`src/rtl/global_config_pkg.sv`:
```
// ============================================================================
//  Module      : global_config_pkg
//  Description : Shared front-end configuration and interface types.
//                Holds the core address width, the BPU -> FTQ and
//                FTQ <-> ICache handshake structs, and the FTQ sizing types.
//  Revision    : 1.0 - initial release
// ============================================================================
`default_nettype none

package global_config_pkg;

    typedef struct packed {
        int unsigned VLEN;
    } cfg_t;

    localparam cfg_t Cfg = '{VLEN: 32};

    typedef logic [Cfg.VLEN-1:0] vaddr_t;

    // FTQ -> ICache fetch request
    typedef struct packed {
        logic   valid;
        vaddr_t vaddr;
    } ftq2icache_req_t;

    // ICache -> FTQ backpressure
    typedef struct packed {
        logic ready;
    } icache2ftq_rsp_t;

    // BPU -> FTQ predicted fetch target
    typedef struct packed {
        logic   valid;
        vaddr_t vaddr;
    } bpu2ftq_req_t;

    localparam int unsigned FTQ_DEPTH = 8;
    localparam int unsigned FTQ_PTR_W = $clog2(FTQ_DEPTH);

    typedef logic [FTQ_PTR_W-1:0] ftq_idx_t;

endpackage

`default_nettype wire

```
`src/rtl/ftq_entry_ram.sv`:
```
// ============================================================================
//  Module      : ftq_entry_ram
//  Description : DEPTH x WIDTH flop array, one synchronous write port and
//                one asynchronous read port. Contents are not reset.
//  Ports       : clk_i   - clock
//                we_i    - write enable
//                waddr_i - write index
//                wdata_i - write data
//                raddr_i - read index
//                rdata_o - read data (combinational)
//  Revision    : 1.0 - initial release
// ============================================================================
`default_nettype none

module ftq_entry_ram #(
    parameter int unsigned DEPTH  = 8,
    parameter int unsigned WIDTH  = 32,
    parameter int unsigned ADDR_W = $clog2(DEPTH)
) (
    input  logic              clk_i,
    input  logic              we_i,
    input  logic [ADDR_W-1:0] waddr_i,
    input  logic [WIDTH-1:0]  wdata_i,
    input  logic [ADDR_W-1:0] raddr_i,
    output logic [WIDTH-1:0]  rdata_o
);

    logic [WIDTH-1:0] mem_q [DEPTH];

    always_ff @(posedge clk_i) begin
        if (we_i) begin
            mem_q[waddr_i] <= wdata_i;
        end
    end

    assign rdata_o = mem_q[raddr_i];

endmodule

`default_nettype wire

```
`src/rtl/fetch_target_queue.sv`:
```
// ============================================================================
//  Module      : fetch_target_queue
//  Description : Circular queue of fetch-block start addresses between the
//                branch predictor and the instruction cache. Entries are
//                enqueued by the BPU, issued in order to the ICache and held
//                until the IFU retires them. A flush empties the queue.
//  Ports       : clk_i, rst_i  - clock, asynchronous active-high reset
//                bpu_valid_i   - BPU offers a fetch target
//                bpu_vaddr_i   - fetch block start address
//                bpu_ready_o   - queue can accept an entry
//                icache_req_o  - {valid, vaddr} request to the ICache
//                icache_rsp_i  - {ready} from the ICache
//                icache_idx_o  - entry index of the current request (IFU tag)
//                ifu_retire_i  - oldest issued entry is finished
//                flush_i       - discard all entries
//                count_o       - occupied entries, 0..DEPTH
//  Revision    : 1.0 - initial release
// ============================================================================
`default_nettype none

module fetch_target_queue
    import global_config_pkg::*;
#(
    parameter int unsigned DEPTH = FTQ_DEPTH,
    parameter int unsigned PTR_W = $clog2(DEPTH)
) (
    input  logic            clk_i,
    input  logic            rst_i,
    input  logic            bpu_valid_i,
    input  vaddr_t          bpu_vaddr_i,
    output logic            bpu_ready_o,
    output ftq2icache_req_t icache_req_o,
    input  icache2ftq_rsp_t icache_rsp_i,
    output logic [PTR_W-1:0] icache_idx_o,
    input  logic            ifu_retire_i,
    input  logic            flush_i,
    output logic [PTR_W:0]  count_o
);

    // Pointers carry one extra MSB as a wrap bit so full and empty differ.
    typedef logic [PTR_W:0] ptr_t;

    ptr_t   enq_ptr_q,   enq_ptr_d;
    ptr_t   fetch_ptr_q, fetch_ptr_d;
    ptr_t   deq_ptr_q,   deq_ptr_d;

    logic   full;
    logic   req_valid;
    logic   enq_fire;
    logic   issue_fire;
    logic   retire_fire;
    vaddr_t rd_vaddr;

    always_comb begin
        full        = (enq_ptr_q[PTR_W-1:0] == deq_ptr_q[PTR_W-1:0]) &&
                      (enq_ptr_q[PTR_W] != deq_ptr_q[PTR_W]);
        // Readiness depends on registered state only; a same-cycle retire
        // does not open a slot until the next cycle.
        enq_fire    = bpu_valid_i && !full && !flush_i;
        req_valid   = (fetch_ptr_q != enq_ptr_q) && !flush_i;
        issue_fire  = req_valid && icache_rsp_i.ready;
        retire_fire = ifu_retire_i && (deq_ptr_q != fetch_ptr_q) && !flush_i;

        enq_ptr_d   = enq_ptr_q;
        fetch_ptr_d = fetch_ptr_q;
        deq_ptr_d   = deq_ptr_q;
        if (flush_i) begin
            enq_ptr_d   = '0;
            fetch_ptr_d = '0;
            deq_ptr_d   = '0;
        end else begin
            if (enq_fire)    enq_ptr_d   = enq_ptr_q   + ptr_t'(1);
            if (issue_fire)  fetch_ptr_d = fetch_ptr_q + ptr_t'(1);
            if (retire_fire) deq_ptr_d   = deq_ptr_q   + ptr_t'(1);
        end
    end

    always_ff @(posedge clk_i or posedge rst_i) begin
        if (rst_i) begin
            enq_ptr_q   <= '0;
            fetch_ptr_q <= '0;
            deq_ptr_q   <= '0;
        end else begin
            enq_ptr_q   <= enq_ptr_d;
            fetch_ptr_q <= fetch_ptr_d;
            deq_ptr_q   <= deq_ptr_d;
        end
    end

    // Entries are never written before retirement, so the read data at
    // fetch_ptr stays stable while the ICache applies backpressure.
    ftq_entry_ram #(
        .DEPTH  (DEPTH),
        .WIDTH  (Cfg.VLEN),
        .ADDR_W (PTR_W)
    ) u_entry_ram (
        .clk_i   (clk_i),
        .we_i    (enq_fire),
        .waddr_i (enq_ptr_q[PTR_W-1:0]),
        .wdata_i (bpu_vaddr_i),
        .raddr_i (fetch_ptr_q[PTR_W-1:0]),
        .rdata_o (rd_vaddr)
    );

    always_comb begin
        icache_req_o       = '0;
        icache_req_o.valid = req_valid;
        icache_req_o.vaddr = rd_vaddr;
    end

    assign icache_idx_o = fetch_ptr_q[PTR_W-1:0];
    assign bpu_ready_o  = !full;
    assign count_o      = enq_ptr_q - deq_ptr_q;

`ifndef SYNTHESIS
    // A retire with nothing issued is dropped; flag it in simulation.
    always_ff @(posedge clk_i) begin
        if (!rst_i && !flush_i && ifu_retire_i) begin
            assert (deq_ptr_q != fetch_ptr_q)
                else $warning("ftq: retire with no issued entry ignored");
        end
    end
`endif

endmodule

`default_nettype wire

```
`config.mk`:
```
export PLATFORM = sky130hd
export DESIGN_NAME = fetch_target_queue
export DESIGN_NICKNAME = d
export VERILOG_FILES = /design/src/rtl/global_config_pkg.sv /design/src/rtl/ftq_entry_ram.sv /design/src/rtl/fetch_target_queue.sv
export SDC_FILE = /design/constraint.sdc
export NUM_CORES = 1
export LEC_CHECK = 0
export CORE_MARGIN = 2
export CORE_UTILIZATION = 50
export CTS_CLUSTER_SIZE = 8
export DETAILED_ROUTE_END_ITERATION = 7
export GPL_TIMING_DRIVEN = 0
export PLACE_DENSITY = 0.77
export SLEW_MARGIN = 0
export SYNTH_ARGS = -nofsm -noshare
export SYNTH_HDL_FRONTEND = slang
export SYNTH_SLANG_ARGS = --single-unit
```
`constraint.sdc`:
```
create_clock -name clk_i -period 4.4 [get_ports clk_i]
set_input_delay 1.1 -clock clk_i [delete_from_list [all_inputs] [get_ports clk_i]]
set_output_delay 1.1 -clock clk_i [all_outputs]
set_load 0.005 [all_outputs]
```
== Word level (Yosys, flattened, before mapping) ==
Memories as Yosys holds them, arrays and structs flattened.
Index checks and enable logic that the tools add are counted.

* Add/sub/neg operators: 4
* Eq/ne operators: 4
* Mux-type cells: 8
* Reductions and logical operators: 12

{| class="wikitable"
|+ Operators with widths
! operator !! number
|-
| 2-to-1 mux 4 bit || 6
|-
| adder 4 x 1 -> 4 bit (second input constant) || 3
|-
| != test 4 bit || 2
|-
| logical AND 1 bit || 7
|-
| nonzero test 2 bit || 3
|-
| subtractor 4 bit || 1
|-
| equality test 3 bit || 1
|-
| logical NOT 1 bit || 2
|-
| 2-to-1 mux 1 bit || 2
|-
| != test 1 bit || 1
|}

* Flip-flop bits (word level): 12
* Memory bits (writable): 256
* Input bits: 38
* Output and inout bits: 41
* Memories kept: 1

{| class="wikitable"
|+ Memories
! name !! depth !! width !! rd ports !! clocked after memory_dff !! wr ports !! line !! source
|-
| u_entry_ram.mem_q || 8 || 32 || 1 || 0 || 1 || ftq_entry_ram.sv:28 || <nowiki>logic [WIDTH-1:0] mem_q [DEPTH];</nowiki>
|}

== Longest topological paths before layout ==
Gate-level depths: netlist of the first run.

* Depth after elaboration: 7
* Depth in mapped cells: 6
* Gate-level depth less buffers: 6

== By module ==
A second synthesis of the first run with hierarchy kept.

* Cells, all modules: 469
* Area, all modules: 10679.0 sq um

{| class="wikitable"
|+ By module, submodules not included
! module !! instances !! cells an instance !! area an instance (sq um) !! sequential area each (sq um)
|-
| ftq_entry_ram || 1 || 383 || 9825.7 || 7687.4
|-
| fetch_target_queue || 1 || 86 || 853.3 || 300.3
|}

== Worst setup path before layout of the first run ==
No wires, ideal clock.

* Path type: input port to flip-flop
* From: input port bpu_valid_i
* To: memory u_entry_ram.mem_q[4][0], enable pin
* Library setup time: 0.461 ns
* Arrival: 3.848 ns
* Data required time: 3.939 ns
* Slack: 0.091 ns
* Stages on the path: 3
* Path buffers: 0
* Cell sequence: o21ai_1 -> or3b_1 -> nor3_1

* Cells in the longest elaborated chain, start to end: 4

{| class="wikitable"
|+ RTL lines
! what !! line !! source
|-
| start, declared || fetch_target_queue.sv:29 || <nowiki>input logic bpu_valid_i,</nowiki>
|-
| logical AND 1 bit (2 in a row) || fetch_target_queue.sv:59 || <nowiki>enq_fire = bpu_valid_i && !full && !flush_i;</nowiki>
|-
| 2-to-1 mux 1 bit || ftq_entry_ram.sv:31 || <nowiki>if (we_i) begin</nowiki>
|-
| 2-to-1 mux 1 bit (implied by the code) || ftq_entry_ram.sv:32 || <nowiki>mem_q[waddr_i] <= wdata_i;</nowiki>
|-
| end, declared || ftq_entry_ram.sv:28 ||
|}

No other way between the ends.

==> flow_metrics.py, run 1 <==
metrics = {
    "global_route": {
        "grt_max_degree": 22,
        "grt_overflow": 0,
        "grt_pass1_vias": 5482,
        "antenna_found_initial": 1,
        "grt_pass1_wl_um": 33100,
        "grt_usage": 0.207,
    },
    "clock_tree": {
        "clk_pin_slew_ps": 50,
        "cts_max_path_buffers": 3,
        "post_cts_buffers": 0,
        "clock_latency_ps": 510,
        "cts_tree": "yes",
        "cts_hold_buf": 0,
        "post_cts_resized": 0,
        "numCtsBuffers": 39,
        "htreeDepth": 2,
        "cts_root_buffer": "clkbuf_16",
        "clock_sinks": 268,
    },
    "sta": {
        "finalCriticalPeriod_ps": 4220,
        "drv_slew": 0,
        "timing.final.crit_share": 0.960,
        "rsz0062_at_grt": "no",
        "worst_hold_slack_ps": 613,
        "setup-violations-final": 0,
        "tightestPinTransition_ps": 912,
        "clock.fmax_mhz": 237,
        "finalClockSkew_ps": 10.0,
        "finalHoldViolCount": 0,
        "relSlewSlack": 0.392,
    },
    "synth": {
        "ys_top_cells_by_area": "edfxtp_1, mux4_2, mux2_2",
        "yosysMostFrequentCell": "edfxtp_1",
        "synth_nets": 516,
        "yosysTopAreaCell": "edfxtp_1",
        "synth_cell_types": 34,
        "ys_async_sr_fraction": 0.0448,
        "syn_area_um2": 10500,
        "ys_top_cells_by_count": "edfxtp_1, mux4_2, mux2_2",
        "yosys_warnings": 0,
        "synth_edf_count": 256,
        "yosysTopAreaCellShare": 0.729,
        "syn_area_per_cell_um2": 22.4,
        "synth_seq_cells": 268,
        "synth_cells": 471,
        "ys.flop_type": "edfxtp_1",
        "seq_area_frac_synth": 0.757,
    },
    "worst_setup_path": {
        "crit_family": "buffers and inverters",
        "crit_fanout": 19,
        "critical_path_class": "reg -> out",
        "cp_cell_sequence": "buf_2 > buf_2 > buf_2 > mux4_2 > mux2_2 > clkdlybuf4s50_1",
        "reg2reg_to": "u_entry_ram.mem_q[4][18]$_DFFE_PP_",
        "slowest_delay_ps": 470,
        "critical_path_arrival_ps": 3120,
        "setup.worst_path.start_class": "register",
        "critical_path_buf_inv_count": 4,
        "path_depth": 6,
        "r2r_setup_slack_ps": 1240,
        "crit_path_end_kind": "primary output",
        "crit-reg2reg-launch": "enq_ptr_q[0]$_DFFE_PP0P_",
        "cp_common_cell": "buf_2",
        "crit_path_top_delay_cell": "buf_2",
        "cp.required_ps": 3300,
        "worst_r2r_path_depth": 8,
    },
    "floorplanning": {
        "coreArea_um2": 20900,
        "top_level_ports": 79,
        "rows": 53,
        "die_area_um2": 22300,
        "start_util": 0.505,
        "die_y_um": 149,
        "dieWidth_um": 149,
    },
    "route": {
        "drt_first_pass_iters": 4,
        "drc": 0,
        "ant_nets": 0,
        "routed_wl_um": 22000,
        "routedWlPerCell_um": 24.9,
        "routed_via_density": 5.74,
        "dr_total_vias": 5076,
        "drtIter0Drc": 355,
    },
    "cells_and_area": {
        "fill_cells": 1374,
        "final_nets": 648,
        "area_growth_pct": 23.2,
        "final_area_um2": 13000,
        "drive_gt1_frac": 0.299,
    },
    "min_path": {
        "min_to": "fetch_ptr_q[3]$_DFFE_PP0P_",
        "hold_depth": 2,
        "hold_path_startpoint": "fetch_ptr_q[3]$_DFFE_PP0P_",
        "holdCritPathClass": "reg -> reg",
    },
    "power_and_ir_drop": {
        "seq_power_share": 0.445,
        "p_clk_frac": 0.400,
        "p_per_area_nw_per_um2": 498,
        "combPwrFrac": 0.156,
        "p_switching_mw": 1.41,
        "ir_drop_mv": 0.288,
        "power.internal_mw": 5.06,
        "netSwitchingFraction": 0.218,
        "total_leakage_power_nw": 4.24,
    },
    "flow_run": {
        "maxCapViolations": 0,
    },
    "placed_design": {
        "dp_hpwl_um": 13400,
        "port_buffers": 78,
        "dpl_cell_area_um2": 12000,
        "gp_congestion": 0.785,
    },
    "status": {
        "status": "finished clean",
    },
}
## registers in the layout, indices dropped and copies added, names as in the netlist
signal,count
u_entry_ram.mem_q,256
enq_ptr_q,4
fetch_ptr_q,4
deq_ptr_q,4
## cells by family (layout without fill, tap and decap cells)
group                      after synthesis  after routing  synth area share
muxes                                   99             99             0.174
and+or+nand+nor                         32             32            0.0148
adders and majority gates                7              7           0.00901
other                                    0              1                 0
buffers and inverters                   34            172            0.0192
DFF                                    268            268             0.757
xor gates and xnor gates                16             16            0.0140
AOI/OAI and AO/OA                       15             15            0.0121
## worst reg2reg max path: stages (launching register included)
cell and delay (ps):
dfrtp_1 530, inv_1 150, ha_1 330, nand3_1 150
o21ai_1 170, or3b_1 550, nor3_2 550, buf_6 270
buf_8 170
## through the flow
| stage | TNS (ps) | worst slack, ps | instances | total power, mW | utilization |
|---|---|---|---|---|---|
| 2_1_floorplan | 0 | 90.9 | 471 | 3.53 | - |
| 3_3_place_gp | -367370 | -2950 | 824 | 3.90 | 0.559 |
| 3_5_place_dp | 0 | 470 | 838 | 3.94 | 0.572 |
| 4_1_cts | 0 | 86.0 | 885 | 6.53 | 0.622 |
| 5_1_grt | 0 | 33.5 | 884 | 6.68 | 0.622 |
| 6_report | 0 | 176 | 885 | 6.47 | 0.622 |
## worst max path at each step
stage,startpoint,end,slack (ps)
3_3_place_gp,bpu_valid_i,u_entry_ram.mem_q[4][16]$_DFFE_PP_,-2950
3_5_place_dp,flush_i,icache_req_o[32],470
5_1_grt,fetch_ptr_q[1]$_DFFE_PP0P_,icache_req_o[22],30
6_report,fetch_ptr_q[1]$_DFFE_PP0P_,icache_req_o[1],180
2_1_floorplan,bpu_valid_i,u_entry_ram.mem_q[4][0]$_DFFE_PP_,90
4_1_cts,fetch_ptr_q[1]$_DFFE_PP0P_,icache_req_o[17],90
## power groups by stage
stage          clock network [mW]  logic [mW]  registers [mW]
2_1_floorplan                   0       0.611            2.91
3_3_place_gp                    0       0.979            2.92
3_5_place_dp                    0        1.01            2.92
4_1_cts                      2.63        1.03            2.88
5_1_grt                      2.72        1.08            2.88
6_report                     2.59        1.01            2.88
## cell type report
| type | count | area, um^2 | share of cell area |
|---|---|---|---|
| sequential | 268 | 7990 | 0.615 |
| multi-input combinational | 169 | 2410 | 0.186 |
| timing repair buffer | 92 | 1010 | 0.0777 |
| clock buffer | 45 | 998 | 0.0768 |
| tap | 275 | 344 | 0.0265 |
| buffer | 25 | 169 | 0.0130 |
| clock inverter | 2 | 38.8 | 0.00299 |
| inverter | 8 | 30.0 | 0.00231 |
| antenna | 1 | 2.50 | 0.000193 |
## cell usage in the layout (no fill, tap or decap), types with 2 or more instances in the layout
master	count
edfxtp_1	256
nand2_1	2
buf_2	9
xnor2_1	3
or3_1	5
o21ai_0	4
dfrtp_1	12
buf_8	3
nand3_1	3
nor3_2	2
ha_1	6
mux4_2	64
buf_6	10
buf_12	4
buf_4	5
clkbuf_16	39
mux2i_1	3
clkdlybuf4s50_1	78
clkbuf_1	11
a21oi_1	5
o211ai_1	2
inv_1	8
nor2_4	6
o41ai_4	2
nor2_1	8
xor2_1	12
mux2_2	32
buf_16	2
## routing by layer
layer,global-route usage,share of wire,vias up,wire (um)
met2,0.347,0.52,176,11400
met3,0.0440,0.060,40,1330
met5,0,0,-,0
met1,0.270,0.40,2663,8830
li1,-,-,2197,-
met4,0.0748,0.023,0,500
Power figures use the tool's default switching activity.
==> inputs of run 2 (changes only) <==
SLEW_MARGIN = default   (was 0)
==> results of run 2 <==
Same layout as run 1: the final DEF is identical, and so are final timing and power.
